File: src/rtl/fetch_pkg.sv
// Shared types and constants for the instruction-fetch stage.
package fetch_pkg;
   localparam int PC_W        = 64;
   localparam int INSTR_BYTES = 4;
   localparam logic [31:0] NOP_INSTR = 32'h0000_0013;

   typedef enum logic [1:0] {
      RUN   = 2'd0,
      HOLD  = 2'd1,
      FAULT = 2'd2
   } fetch_state_t;
endpackage

File: src/rtl/fetch_pc_reg.sv
// Program-counter register with its next-PC mux: reset, redirect load, +4 advance, or hold.
module fetch_pc_reg
   import fetch_pkg::*;
#(
   parameter logic [PC_W-1:0] RESET_PC = '0
) (
   input  logic            clk,
   input  logic            reset,
   input  logic            load,
   input  logic [PC_W-1:0] target,
   input  logic            advance,
   output logic [PC_W-1:0] pc
);

   // Load and advance are never both asserted by the parent; load still wins.
   always_ff @(posedge clk) begin
      if (reset)
         pc <= RESET_PC;
      else if (load)
         pc <= target;
      else if (advance)
         pc <= pc + PC_W'(INSTR_BYTES);
   end

endmodule

File: src/rtl/fetch_unit.sv
// Instruction-fetch stage: PC, IF/ID register with valid/ready output, redirect and fetch counter.
// Optional misaligned-redirect trap enabled by defining FETCH_MISALIGN_TRAP_EN.
module fetch_unit
   import fetch_pkg::*;
#(
   parameter logic [63:0] RESET_PC = 64'h0,
   parameter int          COUNT_W  = 32
) (
   input  logic               clk,
   input  logic               reset,
   input  logic               fetch_en,
   input  logic               redirect,
   input  logic [63:0]        redirect_target,
   output logic [63:0]        Inst_Address,
   input  logic [31:0]        instruction,
   output logic               id_valid,
   input  logic               id_ready,
   output logic [31:0]        id_instr,
   output logic [63:0]        id_pc,
   output logic [COUNT_W-1:0] fetch_count,
   output logic               fetch_fault,
   output logic [1:0]         state
);

   localparam logic [1:0] S_RUN   = 2'(RUN);
   localparam logic [1:0] S_HOLD  = 2'(HOLD);
   localparam logic [1:0] S_FAULT = 2'(FAULT);

   logic            cap;
   logic            misalign;
   logic            pc_load;
   logic [PC_W-1:0] load_target;

   // Handshake: the IF/ID word transfers on a cycle where id_valid && id_ready;
   // id_valid, once high, stays high with stable contents until that transfer,
   // a redirect flush, or reset.
   assign cap = (state == S_RUN) && fetch_en && !redirect && (!id_valid || id_ready);

`ifdef FETCH_MISALIGN_TRAP_EN
   assign misalign    = redirect && (redirect_target[1:0] != 2'b00) && (state != S_FAULT);
   assign pc_load     = redirect && !misalign && (state != S_FAULT);
   assign load_target = redirect_target;
   assign fetch_fault = (state == S_FAULT);
`else
   assign misalign    = 1'b0;
   assign pc_load     = redirect;
   assign load_target = redirect_target & ~64'h3;
   assign fetch_fault = 1'b0;
`endif

   fetch_pc_reg #(.RESET_PC(RESET_PC)) u_pc (
      .clk     (clk),
      .reset   (reset),
      .load    (pc_load),
      .target  (load_target),
      .advance (cap),
      .pc      (Inst_Address)
   );

   // FAULT is sticky; otherwise the state simply tracks fetch_en from the previous cycle.
   always_ff @(posedge clk) begin
      if (reset)
         state <= S_RUN;
      else if (state == S_FAULT || misalign)
         state <= S_FAULT;
      else
         state <= fetch_en ? S_RUN : S_HOLD;
   end

   always_ff @(posedge clk) begin
      if (reset) begin
         id_valid <= 1'b0;
         id_instr <= NOP_INSTR;
         id_pc    <= '0;
      end else if (redirect) begin
         id_valid <= 1'b0;
      end else if (cap) begin
         id_valid <= 1'b1;
         id_instr <= instruction;
         id_pc    <= Inst_Address;
      end else if (id_valid && id_ready) begin
         id_valid <= 1'b0;
      end
   end

   always_ff @(posedge clk) begin
      if (reset)
         fetch_count <= '0;
      else if (cap)
         fetch_count <= fetch_count + 1'b1;
   end

endmodule

File: config.mk
export PLATFORM = sky130hd
export DESIGN_NAME = fetch_unit
export DESIGN_NICKNAME = d
export VERILOG_FILES = /design/src/rtl/fetch_pkg.sv /design/src/rtl/fetch_pc_reg.sv /design/src/rtl/fetch_unit.sv
export SDC_FILE = /design/constraint.sdc
export NUM_CORES = 1
export LEC_CHECK = 0
export BUFFER_PORTS_ARGS = -buffer_cell sky130_fd_sc_hd__buf_2
export CORE_MARGIN = 2
export CORE_UTILIZATION = 54
export CTS_CLUSTER_DIAMETER = 30
export CTS_CLUSTER_SIZE = 30
export DETAILED_ROUTE_END_ITERATION = 10
export PLACE_DENSITY = 0.84
export SYNTH_ARGS = -nofsm -noshare
export SYNTH_HDL_FRONTEND = slang
export SYNTH_SLANG_ARGS = --single-unit
File: constraint.sdc
create_clock -name clk -period 3.95 [get_ports clk]
set_input_delay 0 -clock clk [delete_from_list [all_inputs] [get_ports clk]]
set_output_delay 0 -clock clk [all_outputs]
set_load 0.02 [all_outputs]
==> results of run 1 <==
## registers in the layout, summed over array words and instances, names as in the netlist
name / cells
id_instr: 32
u_pc.pc: 62
state: 2
id_valid: 1
fetch_count: 32
id_pc: 62
## how the worst max path moves through the flow
stage	endpoint	slack, ns	cells after the start
after floorplan	u_pc.pc[42]$_SDFFE_PP0P_	1.25	7
after detailed placement	u_pc.pc[52]$_SDFFE_PP0P_	1.13	5
after global placement	u_pc.pc[48]$_SDFFE_PP0P_	1.27	6
after global routing	u_pc.pc[52]$_SDFFE_PP0P_	0.94	5
final	u_pc.pc[52]$_SDFFE_PP0P_	1.08	5
after CTS	u_pc.pc[52]$_SDFFE_PP0P_	1.12	5
## through the flow
step / setup WS, ns / utilization (%) / total power, W / hold slack [ns] / instances
after global placement: 1.27 / 63.9 / 0.00258 / 0.190 / 1512
after floorplan: 1.25 / - / 0.00240 / 0.0793 / 1081
after detailed placement: 1.13 / 63.9 / 0.00259 / 0.201 / 1512
final: 1.08 / 73.9 / 0.00447 / 0.136 / 1640
after CTS: 1.12 / 73.9 / 0.00446 / 0.128 / 1639
after global routing: 0.941 / 73.9 / 0.00461 / 0.170 / 1640
## cell type report
class	instances	share of cell area, %
multi-input combinational	789	37.6
sequential	191	32.9
timing repair buffer	392	21.2
clock buffer	19	3.81
tap	216	2.33
clock inverter	13	1.53
inverter	19	0.625
antenna	1	0.0215
## synth_stat cells (all sizes together), types with 18 or more instances
cell type	count
inv	18
xnor2	20
nor2	71
o31ai	32
nand2	244
dfxtp	191
clkbuf	67
a311oi	26
nand4	35
or4	39
nand3	35
and4	19
a21oi	117
## power by group
group | internal, W | total [W] | switching, W
Sequential | 0.00200 | 0.00210 | 0.0000942
Combinational | 0.000223 | 0.000543 | 0.000320
Clock | 0.00103 | 0.00183 | 0.000797
## critical path, delay by kind of cell, from the launching register on
family | cells | cell delay (ns)
flip-flops | 1 | 0.47
AND/OR/NAND/NOR | 4 | 2.01
AO/OA/AOI/OAI | 1 | 0.28
## layer usage
metal,GRT usage (%),vias up
met5,0,-
met4,13.6,0
met3,8.24,66
met2,55.2,348
met1,37.2,4450
li1,-,4516
## cell families (layout without fill, tap and decap cells)
family / Yosys count / after routing
fa+ha+maj: 2 / 2
mux: 4 / 4
buf+inv: 101 / 443
xor+xnor: 33 / 33
compound gates: 220 / 220
other cells: 1 / 6
flops: 191 / 191
simple gates: 525 / 525
==> flow_summary.toml, run 1 <==
[worst_setup_path]
worstReg2RegStart = "u_pc.pc[4]$_SDFFE_PP0P_"
worstPathCellList = "nand4_1 > or4_4 > or3_4 > or4_1 > a311oi_1"
r2r_setup_slack_ns = 1.08
r2r_end = "u_pc.pc[52]$_SDFFE_PP0P_"
path_class = "reg -> reg"
start_kind = "flip-flop"
cp.arrival_ns = 3.20
crit_start = "u_pc.pc[4]$_SDFFE_PP0P_"
worstPathRequired_ns = 4.29
cp_slowest_cell = "or4_4"
crit_fanout = 32
r2r_cells = 5
slowest_delay_ns = 0.58
cp-end-kind = "flip-flop"

[yosys]
synth_area_leaders = "dfxtp_1 45%, nand2_1 11%, a21oi_1 6.8%, or4_1 3.3%, nor2_1 3.1%"
ys_seq_area_share_pct = 44.6
yosysTopAreaCell = "dfxtp_1"
synth_cell_types = 49
syn_area_sq_mm = 0.00857
muxShareOfSynthArea_pct = 0.526
avgSynthCellArea_sq_um = 7.95
yosys.area_share.xor_xnor_pct = 3.37
synth_seq_cells = 191
synthAdderAreaFrac_pct = 0.292
syn_inst = 1077
ys.flop_type = "dfxtp_1"
async_reset_ff_share_pct = 0
synth_top_family_by_area = "simple AND/OR/NAND/NOR gates"
yosysTopAreaCellShare_pct = 44.6
synth_compound_area_share_pct = 16.3
ys_warn_count = 0
yosys.area_share.simple_pct = 30.0
synth_edf_count = 0

[floorplan]
die_area_sq_mm = 0.0169
num_rows = 46
start_util_pct = 54.5
core_sq_mm = 0.0157
num_io_pins = 297
dieHeight_um = 130
die_x_um = 130

[cells_and_area]
multi_input_area_sq_mm = 0.00436
area_growth_pct = 35.6
final_common_cell = "buf_2"
design_area_sq_mm = 0.0116
final_cell_mix = "288 x buf_2, 244 x nand2_1, 191 x dfxtp_1"
drive_gt1_share_pct = 24.0
nNetsFinal = 1513
fillCellCount = 1186
seqCellArea_sq_mm = 0.00382

[clocking]
cts.repair.resized = 0
ctsHoldBuffers = 95
cts_tree = "yes"
clk_transition_reported_paths_ns = 0.07
clockBufferDepth = 2
root_buffer = "clkbuf_16"
clock-sinks = 191
cts_buffers = 17
clock_latency_ns = 0.44
cts_max_level = 4
cts_setup_buffers = 0

[placement]
placed_cell_area_sq_mm = 0.0100
place_congestion = 0.829
port_buffers = 289
hpwlAfterDp_um = 17700

[timing]
slew_headroom_pct = 27.5
rsz0062_at_grt = "no"
setup_viol = 0
tightest_slew_ns = 1.09
skew_ns = 0.00913
period_minus_slack_ns = 2.87
finalCritPeriodShare_pct = 72.6
slew_viol_final = 0
finalHoldViolations = 0
final.setup.tns_ns = 0
fmax_ghz = 0.349

[min_path]
hold_path.class = "in -> reg"
hold_path_end = "fetch_count[7]$_SDFFE_PP0P_"
whs_path_depth = 2
hold_start = "reset"

[run_status]
outcome = "finished, final reports clean"

[route]
wl_met3_um = 1980
wl_per_cell_um = 17.0
drc = 0
routed_wl_um = 27900
route.met2.wl_um = 14100
first_pass_iters = 7
via_per_inst = 5.72
drtIter0Drc = 669
vias = 9380
top_layer_used = "met4"
ant_nets = 0
wl_met1_um = 11100

[flow_run]
drv_cap = 0

[global_routing]
track_usage_pct = 31.8
grt_pass1_wl_um = 43100
antenna_found_initial = 1
grt_max_degree = 144
grt_overflow = 0
grt_pass1_vias = 8872

[power_and_ir_drop]
power_leakage_nw = 4.69
p_per_area_mw_per_mm2 = 385
peakVddDrop_mv = 0.323
Note: power is estimated with default switching activity, not from simulation.
==> inputs of run 2 (changes only) <==
Settings changed: ABC_AREA from default to 1, CORE_UTILIZATION 54 to 47, PLACE_DENSITY 0.84 to 0.76.
Clock period 3.95 ns to 2.6 ns, I/O delays scaled along.
==> flow_summary.toml, run 2 <==
[run_status]
outcome = "finished, final reports clean"

[timing]
period_minus_slack_ns = 2.10
finalHoldViolations = 0
slew_viol_final = 0
rsz0062_at_grt = "no"
finalCritPeriodShare_pct = 80.6
tightest_slew_ns = 0.890
fmax_ghz = 0.477
setup_viol = 0
slew_headroom_pct = 40.7
skew_ns = 0.0147
final.setup.tns_ns = 0

[yosys]
avgSynthCellArea_sq_um = 6.31
syn_area_sq_mm = 0.00998
syn_inst = 1582
ys.flop_type = "dfxtp_1"
async_reset_ff_share_pct = 0
ys_seq_area_share_pct = 38.3
ys_warn_count = 0
synth_top_cells_by_count = "505 x nand2_1, 227 x nor2_1, 191 x dfxtp_1, 149 x inv_1, 93 x nand3_1"
synth_edf_count = 0
synth_area_leaders = "dfxtp_1 38%, nand2_1 19%, nor2_1 8.5%, inv_1 5.6%, nand3_1 4.7%"
synth_seq_cells = 191
yosysTopAreaCellShare_pct = 38.3
yosysTopAreaCell = "dfxtp_1"
synth_cell_types = 40
yosysMostFrequentCell = "nand2_1"

[worst_setup_path]
worstPathRequired_ns = 2.93
cp_slowest_cell = "dfxtp_1"
slowest_delay_ns = 0.44
cp-end-kind = "flip-flop"
crit_start = "u_pc.pc[2]$_SDFFE_PP0P_"
start_kind = "flip-flop"
crit_fanout = 7
worstReg2RegStart = "u_pc.pc[2]$_SDFFE_PP0P_"
worstPathCellList = "ha_1 > nand3_2 > nor2_4 > nand2_2 > nor2_4 > nand2_2 > inv_2 > nand3_1 > nand2_1 > nand3_1 > nand2_1 > inv_1"
path_class = "reg -> reg"
cp.arrival_ns = 2.43

[floorplan]
die_area_sq_mm = 0.0224
dieHeight_um = 150
core_sq_mm = 0.0210
num_rows = 53
start_util_pct = 47.6
num_io_pins = 297
die_x_um = 150

[cells_and_area]
reg.largest.list = "id_pc x62, u_pc.pc x62"
final_cell_mix = "505 x nand2_1, 289 x buf_2, 227 x nor2_1"
nNetsFinal = 2033
area_growth_pct = 31.6
final_common_cell = "nand2_1"
antennaDiodeCount = 0
drive_gt1_share_pct = 19.3
stdcell_count = 2218

[global_routing]
grt_pass1_wl_um = 53500
track_usage_pct = 29.9
grt_pass1_vias = 10500
grt_max_degree = 112
antenna_found_initial = 0
grt_overflow = 0

[flow_run]
drv_cap = 0

[route]
drc = 0
ant_nets = 0
wl_per_cell_um = 15.6
first_pass_iters = 9
drtIter0Drc = 846
wl_met3_um = 3130
via_per_inst = 5.20
route.met2.wl_um = 16100
wl_met1_um = 14400
vias = 11500
top_layer_used = "met4"
routed_wl_um = 34700

[clocking]
cts.repair.resized = 0
clk_transition_reported_paths_ns = 0.07
clock-sinks = 191
cts_max_level = 4
root_buffer = "clkbuf_16"
clockBufferDepth = 2
cts_buffers = 17
clock_latency_ns = 0.45
cts_tree = "yes"

[power_and_ir_drop]
p_per_area_mw_per_mm2 = 528
peakVddDrop_mv = 0.401
power_leakage_nw = 6.16

[min_path]
hold_start = "redirect_target[61]"
hold_path.class = "in -> reg"

[placement]
place_congestion = 0.944
dp_cells = 2091
hpwlAfterDp_um = 23800
port_buffers = 289
## run 2: cell types whose count changed after synthesis, sizes merged, moves of 39 or more
cell / delta
or4: -39
nor2: +172
nand2: +264
a21oi: -40
inv: +138
o21ai: +94
nand3: +63
## run 2: routing by layer
metal  global-route usage, %  vias to the layer above
met5                       0                        -
met4                    11.5                        0
met3                    6.80                       67
met2                    50.0                      483
met1                    37.4                     5249
li1                        -                     5743
## run 2: cells by family (layout without fill, tap and decap cells)
group,after synthesis,count (layout),synth area share (%)
AND/OR/NAND/NOR,952,952,41.1
buffers and inverters,231,588,9.32
other,1,5,0.0376
XOR/XNOR,9,9,0.790
flip-flops,191,191,38.3
AO/OA/AOI/OAI,196,196,10.2
adder cells (fa/ha/maj),2,2,0.251
## run 2: area by class of cell
type,count,area [sq um]
Multi-Input combinational cell,1164,5240
Fill cell,1898,7830
Sequential cell,191,3820
Timing Repair Buffer,396,2520
Clock buffer,18,439
Clock inverter,14,151
Inverter,160,603
Tap cell,275,344
## run 2: through the flow
step / worst slack (ns) / total power [W] / util (%) / instance area [sq um] / hold slack [ns]
after detailed placement: 0.567 / 0.00418 / 55.3 / 11600 / 0.213
after CTS: 0.557 / 0.00692 / 62.6 / 13100 / 0.0129
after floorplan: 0.846 / 0.00382 / - / 9990 / 0.0724
final: 0.505 / 0.00692 / 62.6 / 13100 / 0.0174
after global placement: 0.628 / 0.00417 / 55.3 / 11600 / 0.201
after global routing: 0.346 / 0.00718 / 62.6 / 13100 / 0.0645
## run 2: worst paths after layout
| check | end | slack, ns | depth (start not counted) |
|---|---|---|---|
| max reg2reg | u_pc.pc[60]$_SDFFE_PP0P_ | 0.50 | 12 |
| max | u_pc.pc[60]$_SDFFE_PP0P_ | 0.50 | 12 |
| min | u_pc.pc[61]$_SDFFE_PP0P_ | 0.02 | 7 |
| min reg2reg | id_pc[10]$_SDFFE_PP0P_ | 0.46 | 2 |
## run 2: power by group
| part | switching, W | internal, W |
|---|---|---|
| Clock | 0.00129 | 0.00138 |
| Sequential | 0.000142 | 0.00306 |
| Combinational | 0.000644 | 0.000396 |
## run 2: what timing repair did
action / 4_1_cts / 5_1_grt
setup buffers: 0 / 0
endpoints found under the setup margin: 0 / 0
endpoints found under the hold margin: 95 / 0
hold buffers: 95 / 0
## run 2: worst max-delay path: cells and delay by family (launching register included)
family	cells	cell delay (ns)
buffers and inverters	2	0.24
adders and majority gates	1	0.24
and+or+nand+nor	9	1.07
DFF	1	0.44
